File: config.mk
export PLATFORM = sky130hd
export DESIGN_NAME = cam_reset_sequencer
export DESIGN_NICKNAME = d
export VERILOG_FILES = /design/src/rtl/cam_reset_sequencer.sv
export SDC_FILE = /design/constraint.sdc
export NUM_CORES = 1
export LEC_CHECK = 0
export ABC_CLOCK_PERIOD_IN_PS = 2250
export CORE_ASPECT_RATIO = 0.5
export CORE_MARGIN = 2
export CORE_UTILIZATION = 43
export DETAILED_ROUTE_END_ITERATION = 12
export SLEW_MARGIN = 20
export SYNTH_ARGS = -nofsm -noshare
export SYNTH_HDL_FRONTEND = slang
export SYNTH_SLANG_ARGS = --single-unit
File: constraint.sdc
create_clock -name pixclk -period 2.25 [get_ports pixclk]
set_clock_uncertainty 0.2 [all_clocks]
set_input_delay 0.45 -clock pixclk [delete_from_list [all_inputs] [get_ports pixclk]]
set_output_delay 0.45 -clock pixclk [all_outputs]
set_load 0.01 [all_outputs]
File: src/rtl/cam_reset_sequencer.sv
// cam_reset_sequencer
// Camera power-up / re-initialisation sequencer in the pixclk domain.
// Walks PWDN -> RESET -> SETTLE -> START -> WAIT_DONE -> READY, holding the
// internal pipeline reset (temp_reset) until the SCCB loader reports done.
// A debounced button press restarts the whole sequence.
// Optional build macro: CAM_SEQ_WATCHDOG_EN adds a VSYNC frame watchdog that
// restarts the sequence when no VSYNC rising edge is seen for WDOG_CYCLES
// cycles while ready.
module cam_reset_sequencer #(
    parameter int PWDN_CYCLES     = 2000,
    parameter int RESET_CYCLES    = 5000,
    parameter int SETTLE_CYCLES   = 20000,
    parameter int DEBOUNCE_CYCLES = 50000,
    parameter int WDOG_CYCLES     = 4000000,
    parameter int CNT_W           = 24
) (
    input  logic       pixclk,
    input  logic       rst,
    input  logic       btn_n,
    input  logic       init_done,
    input  logic       vsync,
    output logic       cam_pwdn,
    output logic       cam_rst_n,
    output logic       temp_reset,
    output logic       init_start,
    output logic       ready,
    output logic [7:0] restart_cnt
);

    typedef enum logic [2:0] {
        S_PWDN,
        S_RESET,
        S_SETTLE,
        S_START,
        S_WAIT_DONE,
        S_READY
    } state_t;

    // Timed states load N-1 on entry and leave when the counter reads 0.
    localparam logic [CNT_W-1:0] PWDN_LOAD   = CNT_W'(PWDN_CYCLES - 1);
    localparam logic [CNT_W-1:0] RESET_LOAD  = CNT_W'(RESET_CYCLES - 1);
    localparam logic [CNT_W-1:0] SETTLE_LOAD = CNT_W'(SETTLE_CYCLES - 1);
    localparam logic [CNT_W-1:0] DEB_LOAD    = CNT_W'(DEBOUNCE_CYCLES - 1);
    localparam logic [CNT_W-1:0] CNT_ONE     = CNT_W'(1);

    state_t           state_reg, state_next;
    logic [CNT_W-1:0] cnt_reg, cnt_next;

    logic             btn_sync1_reg, btn_sync2_reg;
    logic             btn_level_reg;
    logic [CNT_W-1:0] deb_cnt_reg;
    logic             btn_fall_reg;

    logic             restart_req;
    logic [7:0]       restart_cnt_reg;

    logic cam_pwdn_reg, cam_rst_n_reg, temp_reset_reg, init_start_reg, ready_reg;
    logic cam_pwdn_next, cam_rst_n_next, temp_reset_next, init_start_next, ready_next;

    // Button synchroniser plus stability counter; a debounced falling edge
    // becomes a one-cycle registered restart request.
    always_ff @(posedge pixclk) begin
        if (rst) begin
            btn_sync1_reg <= 1'b1;
            btn_sync2_reg <= 1'b1;
            btn_level_reg <= 1'b1;
            deb_cnt_reg   <= '0;
            btn_fall_reg  <= 1'b0;
        end else begin
            btn_sync1_reg <= btn_n;
            btn_sync2_reg <= btn_sync1_reg;
            btn_fall_reg  <= 1'b0;
            if (btn_sync2_reg == btn_level_reg) begin
                deb_cnt_reg <= DEB_LOAD;
            end else if (deb_cnt_reg == '0) begin
                btn_level_reg <= btn_sync2_reg;
                deb_cnt_reg   <= DEB_LOAD;
                btn_fall_reg  <= ~btn_sync2_reg;
            end else begin
                deb_cnt_reg <= deb_cnt_reg - CNT_ONE;
            end
        end
    end

`ifdef CAM_SEQ_WATCHDOG_EN
    localparam logic [CNT_W-1:0] WDOG_LOAD = CNT_W'(WDOG_CYCLES - 1);

    logic             vsync_d_reg;
    logic [CNT_W-1:0] wdog_cnt_reg;
    logic             wdog_expire;

    // Frame watchdog: counts READY cycles since the last VSYNC rising edge.
    always_ff @(posedge pixclk) begin
        if (rst) begin
            vsync_d_reg  <= 1'b0;
            wdog_cnt_reg <= '0;
        end else begin
            vsync_d_reg <= vsync;
            if (state_reg != S_READY || (vsync && !vsync_d_reg)) begin
                wdog_cnt_reg <= '0;
            end else begin
                wdog_cnt_reg <= wdog_cnt_reg + CNT_ONE;
            end
        end
    end

    assign wdog_expire = (state_reg == S_READY) && (wdog_cnt_reg == WDOG_LOAD);
    assign restart_req = btn_fall_reg | wdog_expire;
`else
    logic unused_vsync;
    assign unused_vsync = vsync;
    assign restart_req  = btn_fall_reg;
`endif

    // State, delay counter, restart counter and registered outputs.
    always_ff @(posedge pixclk) begin
        if (rst) begin
            state_reg       <= S_PWDN;
            cnt_reg         <= PWDN_LOAD;
            restart_cnt_reg <= 8'd0;
            cam_pwdn_reg    <= 1'b1;
            cam_rst_n_reg   <= 1'b0;
            temp_reset_reg  <= 1'b1;
            init_start_reg  <= 1'b0;
            ready_reg       <= 1'b0;
        end else begin
            state_reg      <= state_next;
            cnt_reg        <= cnt_next;
            cam_pwdn_reg   <= cam_pwdn_next;
            cam_rst_n_reg  <= cam_rst_n_next;
            temp_reset_reg <= temp_reset_next;
            init_start_reg <= init_start_next;
            ready_reg      <= ready_next;
            if (restart_req && restart_cnt_reg != 8'hFF) begin
                restart_cnt_reg <= restart_cnt_reg + 8'd1;
            end
        end
    end

    // Next-state logic; a restart request overrides every transition.
    always_comb begin
        state_next = state_reg;
        cnt_next   = (cnt_reg != '0) ? (cnt_reg - CNT_ONE) : '0;
        case (state_reg)
            S_PWDN: begin
                if (cnt_reg == '0) begin
                    state_next = S_RESET;
                    cnt_next   = RESET_LOAD;
                end
            end
            S_RESET: begin
                if (cnt_reg == '0) begin
                    state_next = S_SETTLE;
                    cnt_next   = SETTLE_LOAD;
                end
            end
            S_SETTLE: begin
                if (cnt_reg == '0) begin
                    state_next = S_START;
                end
            end
            S_START:     state_next = S_WAIT_DONE;
            S_WAIT_DONE: if (init_done) state_next = S_READY;
            S_READY:     state_next = S_READY;
            default:     state_next = S_PWDN;
        endcase
        if (restart_req) begin
            state_next = S_PWDN;
            cnt_next   = PWDN_LOAD;
        end
    end

    // Output decode of the upcoming state, captured into the output registers.
    always_comb begin
        cam_pwdn_next   = 1'b0;
        cam_rst_n_next  = 1'b1;
        temp_reset_next = 1'b1;
        init_start_next = 1'b0;
        ready_next      = 1'b0;
        case (state_next)
            S_PWDN: begin
                cam_pwdn_next  = 1'b1;
                cam_rst_n_next = 1'b0;
            end
            S_RESET:  cam_rst_n_next  = 1'b0;
            S_START:  init_start_next = 1'b1;
            S_READY: begin
                temp_reset_next = 1'b0;
                ready_next      = 1'b1;
            end
            default: ;
        endcase
    end

    assign cam_pwdn    = cam_pwdn_reg;
    assign cam_rst_n   = cam_rst_n_reg;
    assign temp_reset  = temp_reset_reg;
    assign init_start  = init_start_reg;
    assign ready       = ready_reg;
    assign restart_cnt = restart_cnt_reg;

endmodule

* Yosys cells after proc, flatten, opt, wreduce, memory -nomap -nowiden
Index checks and enable logic that the tools add are counted.
** Operators by class
- $add $sub $neg :: 3
- Eq/ne operators :: 10
- Mux-type cells :: 17
- Bitwise operators :: 3
- Reductions and logical operators :: 11
** Operators by type and width (count)
- $mux 24 :: 3
- $logic_not 24->1 :: 2
- $pmux 24 s2 :: 1
- $sub 24x1->24 const B :: 2
- $mux 16 :: 2
- $reduce_bool 24->1 :: 1
- $pmux 3 s6 :: 1
- $mux 3 :: 5
- $eq 3x2->1 const B :: 3
- $eq 3x3->1 const B :: 3
- $add 8x1->8 const B :: 1
- $ne 8x8->1 const B :: 1
- $eq 3x1->1 const B :: 2
- $logic_not 3->1 :: 2
- $reduce_or 3->1 :: 2
- $mux 1 :: 5
- $reduce_or 2->1 :: 2
- $not 1->1 :: 3
- $reduce_and 2->1 :: 1
- $eq 1x1->1 :: 1
- $logic_and 1x1->1 :: 1
** Word-level totals
- Register bits after elaboration :: 68
- Input bits :: 5
- Output and inout bits :: 13
- Logic and storage cells :: 58

* Logic depth before layout (Yosys ltp)
Gate-level depths: netlist of run 1.
- Word-level depth :: 7
- Gate-level depth with buffers :: 8
- Depth with buffers taken out :: 7

* Worst setup path after synthesis of run 1
OpenSTA, ideal clock, no wires.
- Path type :: reg-to-reg
- From :: register deb_cnt_reg[3]
- To :: register deb_cnt_reg[23]
- Setup time :: 0.070 ns
- Data arrival time :: 2.236 ns
- Required time :: 1.980 ns
- Setup slack :: -0.256 ns
- Stages on the path, launching flop included :: 7
- Buffers on the path :: 1
- Period minus slack after synthesis :: 2.506 ns
- Path through :: dfxtp_1 or3_4 or4_4 buf_6 or4_4 or4_1 a21oi_1
** Between the ends
- Longest elaborated chain between the ends :: 2
- Elaborated cells on any way between the ends :: 3
- Those cells by class :: add/sub (1); reduce/logical (2)
** RTL lines
- start, declared :: RTL line 51 : logic [CNT_W-1:0] deb_cnt_reg;
- start signal, assigned :: RTL line 80 : deb_cnt_reg <= deb_cnt_reg - CNT_ONE;
- branches (longest 2 deep; another with $sub 24x1->24)
Several ways; the timed one is not identified.
A chain may end at the register's enable or synchronous reset.

* Worst setup path in the final report of run 1
- From :: register deb_cnt_reg[5]
- To :: register deb_cnt_reg[23]
The elaborated chain is that of the path after synthesis.

==> results of run 1 <==
cell type report:
type | count | share of cell area, %
Timing Repair Buffer | 61 | 12.90
Tap cell | 92 | 2.889
Clock buffer | 14 | 7.127
Sequential cell | 68 | 34.22
Multi-Input combinational cell | 254 | 41.98
Clock inverter | 1 | 0.1256
Inverter | 8 | 0.7535
routing by layer:
metal | up-vias | global-route usage, % | share of wire, %
met5 | - | 0 | 0
met3 | 4 | 6.793 | 3.3
li1 | 1326 | - | -
met1 | 1226 | 21.80 | 46
met2 | 27 | 34.57 | 50
met4 | 0 | 5.603 | 0.83
kinds of logic (layout without fill, tap and decap cells):
logic type               count (synthesis)  count (layout)  synth area share [%]
flip-flops                              68              68                 45.35
XOR/XNOR                                38              38                 11.09
adder cells (fa/ha/maj)                  4               4                 1.667
buffers and inverters                   22              84                 3.001
AO/OA/AOI/OAI                           54              54                 10.75
AND/OR/NAND/NOR                        155             155                 27.09
multiplexers                             3               3                 1.042
worst max-delay path: stages, from the launching register on:
cell and delay (ns):
dfxtp_1 0.30, or3_4 0.38, or4_4 0.49, or4_4 0.44, or4_1 0.40, a21oi_1 0.13
through the flow:
step           cell area [um2]  TNS [ns]
3_3_place_gp              3595   -0.4378
3_5_place_dp              3595   -0.7110
6_report                  3985   -0.2478
5_1_grt                   3985   -0.5868
4_1_cts                   3896   -0.1582
2_1_floorplan             3048   -0.2537
cells in the mapped netlist:
cell type,number,area share [%]
a22oi_1,4,1.0
o21a_1,1,0.25
dfxtp_1,68,45
or3_1,9,1.9
xor2_1,14,4.1
nor2_1,53,6.6
nor3_1,25,4.2
clkbuf_1,13,1.6
nand3_1,6,1.0
mux2i_1,2,0.67
o41ai_1,3,0.88
or4_4,2,0.75
nand3b_1,3,0.75
a21oi_1,22,3.7
o31a_1,2,0.58
nor4b_1,2,0.58
and4_1,3,0.88
a31oi_1,2,0.42
nand2b_1,4,0.83
and2_1,2,0.42
a41o_1,1,0.33
ha_1,4,1.7
or2_2,5,1.0
o21ai_0,13,2.2
or4_1,7,1.8
or3b_2,1,0.29
xnor2_1,24,7.0
inv_1,8,1.0
a21boi_0,1,0.25
nand4_1,3,0.63
o21ai_1,1,0.17
nor4_2,1,0.42
nor3b_1,2,0.50
buf_6,1,0.38
a311oi_1,1,0.29
o31ai_1,2,0.50
or3_4,1,0.38
or4b_2,1,0.33
a211oi_1,1,0.25
nor2b_1,1,0.21
nand2_1,16,2.0
and3_1,1,0.21
nor4_1,7,1.5
mux2_2,1,0.38
timing repair:
action / CTS / global route
pin swaps: 1 / 13
gates resized for setup: 1 / 23
buffers inserted: 1 / 0
endpoints found under the hold margin: 0 / 0
gates cloned: 0 / 0
endpoints found under the setup margin: 12 / 19
power breakdown:
part           switching [mW]  total, mW  internal, mW
combinational          0.0693      0.130        0.0606
sequential             0.0158       1.24          1.22
clock                   0.470       1.33         0.858
worst paths after layout:
path                     end  slack, ns  cells after the start
max reg2reg  deb_cnt_reg[23]      -0.16                      5
min reg2reg    btn_sync2_reg       0.21                      1
min            btn_sync2_reg       0.21                      1
max          deb_cnt_reg[23]      -0.16                      5
==> results.txt, run 1 <==
H-tree levels: 3
most frequent cells in the layout: dfxtp_1, nor2_1, buf_4
crit path launch: deb_cnt_reg[5]
normalized max-slew margin: 68.28%
post-DR wirelength/cell: 13.34 um
Worst Hold Class: reg2reg
Routed Antenna Nets: 0
first-pass GRT wire length: 11700 um
Power, Total: 2.698 mW
routed vias/inst: 5.187
Final WS setup: -0.1580 ns
CP required: 2.31 ns
Layout Cells excl Fill: 498
routed wire length: 6644 um
clock slew at reported path FFs: 0.05 ns
routed via count: 2583
port bufs: 16
Critical R2R Launch: deb_cnt_reg[5]
failing checks: setup timing
part of the cycle the worst path needs: 107.0%
Final Hold Fails: 0
synthesized cell area: 0.003002 mm2
clk_lat worst skew: 0.32 ns
largest fanout on the critical path: 3
post-layout util: 59.24%
initial antenna violation count: 0
largest net degree at the start of global routing: 24
distinct cell type count of the synthesized netlist: 44
element type at the critical path end: register
syn nets: 353
most common cell after layout, fill and taps aside: dfxtp_1
# fillers: 623
cell leakage power: 1.443 nW
post-synthesis sequential area ratio: 45.35%
Synth Register Bits: 68
max-slew violations: 0
FF/Latch Area: 0.001364 mm2
Max Fclk: 415.3 MHz
Slew @ Worst Pin: 0.4715 ns
total die area: 0.007706 mm2
Syn Area/Cell: 8.726 um2
Num CTS Buffers: 9
Post-Synthesis Cells: 344
Root Buffer: clkbuf_16
CTS tree: built
Ys Warns: 0
startpoint types: register
Clock Path Buffers: 2
RSZ-0062 raised after global routing: true
Post-Place Setup Slack: -0.1483 ns
DRC: 0
max_cap viols: 0
share of post-route cells with drive strength above 1: 23.15%
status: finished with violations
Final setup viols: 5
min-delay src: btn_sync1_reg
Hold Buf Count CTS: 0
initial core utilization: 44.62%
global route total overflow: 0
PD cells: 676.9 mW/mm2
Worst IR Drop VDD: 0.0003982 V
crit path kind: reg2reg
Die H: 63.08 um
hpwl dp: 4731 um
Placed Cells: 482
Final #Nets: 411
first drt pass iteration count: 4
I/O Pins: 18
GPL Wtd Cong: 0.7857
worst path arrival time: 2.46 ns
Detailed Route Iter0 Violations: 113
Total GRT Usage: 19.34%
number of global-route vias before repair: 2647
area of the multi-input gates: 0.001673 mm2
die width: 122.2 um
Core Region: 0.006726 mm2
hold_ws: 0.2104 ns
clock sink total: 68
n_diodes: 0
Site Rows: 21
Final min period: 2.408 ns
area growth from synthesis to layout: 32.76%
(Power assumes the default switching activity.)
==> run 2: changes to the inputs <==
Settings changed: CORE_MARGIN 2 to 1.
==> run 2 against run 1 <==
  * The run still ends with setup timing left
  * Sequential share of layout area up 0.13 points
  * Critical path depth unchanged
  * Combinational power shrank 3%
  * Final cell count stayed put
  * Via count grew 1.4%
  * First-iteration DRC count down 18%
  * Maximum frequency barely moved
  * Routed wire length decreased by 2.0%
  * Non-clock buffer count shrank 1
  * Sequential cell count did not move
  * Clock-buffer cell count is 2 lower
  * Largest cell class unchanged
  * Register-to-register slack about the same
==> results.txt, run 2 (synthesis gave the netlist of run 1 again) <==
status: finished with violations
failing checks: setup timing
crit path kind: reg2reg
Detailed Route Iter0 Violations: 93 (-18%)
Max Fclk: 415.5 MHz (about the same)
initial antenna violation count: 0 (unchanged)
Die H: 61.08 um (-3.2%)
delay-heaviest family, CP: simple AND/OR/NAND/NOR gates
Pint: 2.054 mW (-4.1%)
max-slew violations: 0 (unchanged)
Routed Antenna Nets: 0 (unchanged)
area growth from synthesis to layout: 32.39%
Final #Nets: 410 (-0.24%)
Root Buffer: clkbuf_16
routed via count: 2620 (+1.4%)
Total GRT Usage: 19.10% (-0.24 points)
number of global-route vias before repair: 2379 (-10%)
element type at the critical path end: register
Final WS setup: -0.1566 ns (+0.001392 ns)
clk_lat worst skew: 0.33 ns (about the same)
Num CTS Buffers: 9 (unchanged)
max_cap viols: 0 (unchanged)
Critical Path Most Common Cell: or4_4
Area after DPL: 0.003580 mm2 (-0.42%)
startpoint types: register
Site Rows: 21 (unchanged)
part of the cycle the worst path needs: 107.0% (about the same)
most common cell after layout, fill and taps aside: dfxtp_1
Sw Pwr: 0.5820 mW (+4.8%)
Setup TNS: -0.1655 ns (+0.08225 ns)
cell leakage power: 1.420 nW (-1.6%)
die width: 120.2 um (-1.6%)
normalized max-slew margin: 73.18% (+4.9 points)
Worst Hold Class: reg2reg
R2R Setup Slk: -0.16 ns (about the same)
Flop pwr share: 47.0% (+1.0 points)
critical-path cell list: or3_4, or4_4, or4_4, or4_4, a21oi_2
Final setup viols: 2 (-3)
Clock Power Share: 48.2% (-1.0 points)
I/O Pins: 18 (unchanged)
Worst IR Drop VDD: 0.0004827 V (+21%)
largest net degree at the start of global routing: 24 (unchanged)
Final Hold Fails: 0 (unchanged)
share of post-route cells with drive strength above 1: 23.65% (+0.49 points)
Clock Path Buffers: 2 (unchanged)
slowest cell delay on critical path: 0.49 ns (about the same)
hpwl dp: 4710 um (-0.44%)
clock slew at reported path FFs: 0.05 ns (about the same)
Layout Cells excl Fill: 498 (unchanged)
Comb power frac: 4.8% (about the same)
routed vias/inst: 5.261 (+1.4%)
WP buf/inv: 0 (unchanged)
most frequent cells in the layout: dfxtp_1, nor2_1, buf_4
clock sink total: 68 (unchanged)
n_diodes: 0 (unchanged)
first-pass GRT wire length: 10520 um (-10%)
highest-delay cell along the critical path: or4_4
routed wire length: 6510 um (-2.0%)
RSZ-0062 raised after global routing: true
Hold Buf Count CTS: 0 (unchanged)
Placed Cells: 480 (-0.41%)
Core Region: 0.006726 mm2 (unchanged)
CP required: 2.32 ns (about the same)
H-tree levels: 3 (unchanged)
post-DR wirelength/cell: 13.07 um (-2.0%)
Final min period: 2.407 ns (-0.001392 ns)
CTS tree: built
global route total overflow: 0 (unchanged)
first drt pass iteration count: 4 (unchanged)
Slew @ Worst Pin: 0.3986 ns (-0.07283 ns)
DRC: 0 (unchanged)
port bufs: 16 (unchanged)
GPL Wtd Cong: 0.7995 (+1.8%)
Sw Ratio: 22.08% (+1.5 points)
largest fanout on the critical path: 3 (unchanged)
initial core utilization: 44.62% (unchanged)
PD cells: 663.4 mW/mm2 (-2.0%)
worst path arrival time: 2.48 ns (+0.02 ns)
Final Cell Area: 0.003974 mm2 (-0.28%)
total die area: 0.007339 mm2 (-4.8%)
-- run 2: what timing repair did --
action                                  4_1_cts  5_1_grt
setup buffers                                 0        2
pin swaps                                     1       10
endpoints found under the setup margin       25       25
gates resized for setup                       3       25
-- run 2: path summary, 6_finish.rpt --
path,startpoint,end,cells past startpoint
worst min register to register,btn_sync1_reg,btn_sync2_reg,1
worst max-delay path,deb_cnt_reg[5],deb_cnt_reg[23],5
worst min-delay path,btn_sync1_reg,btn_sync2_reg,1
worst max register to register,deb_cnt_reg[5],deb_cnt_reg[23],5
-- run 2: metal layers --
layer	GRT usage (%)	vias up	part of all wire, %
met5	0	-	0
met4	11.07	0	2.4
met3	6.296	12	3.5
met2	32.84	40	48
met1	21.75	1241	47
li1	-	1327	-
-- run 2: area by class of cell --
type	instances	area [um2]
repair buffers	60	510.5
fillers	618	2753
inverters	8	30.03
clock buffers	12	246.5
well taps	92	115.1
clock inverters	4	25.02
multi-input cells	254	1682
flip-flops and latches	68	1365
-- run 2: per-stage QoR --
| stage | worst slack (ns) | util, % | power (mW) | hold WS (ns) |
|---|---|---|---|---|
| after floorplan | -0.2537 | - | 1.337 | 0.1895 |
| after global placement | -0.1334 | 53.22 | 1.382 | 0.1963 |
| after detailed placement | -0.1599 | 53.22 | 1.388 | 0.1948 |
| after CTS | -0.1660 | 57.48 | 2.665 | 0.2262 |
| after global routing | -0.2174 | 59.08 | 2.743 | 0.2394 |
| final | -0.1566 | 59.08 | 2.636 | 0.2199 |
-- run 2: power by group through the flow --
stage / Combinational, mW / Sequential, mW / Clock (mW)
floorplan: 0.0753 / 1.26 / 0
CTS: 0.125 / 1.24 / 1.30
detailed placement: 0.123 / 1.26 / 0
global placement: 0.119 / 1.26 / 0
global route: 0.141 / 1.24 / 1.36
finish: 0.126 / 1.24 / 1.27
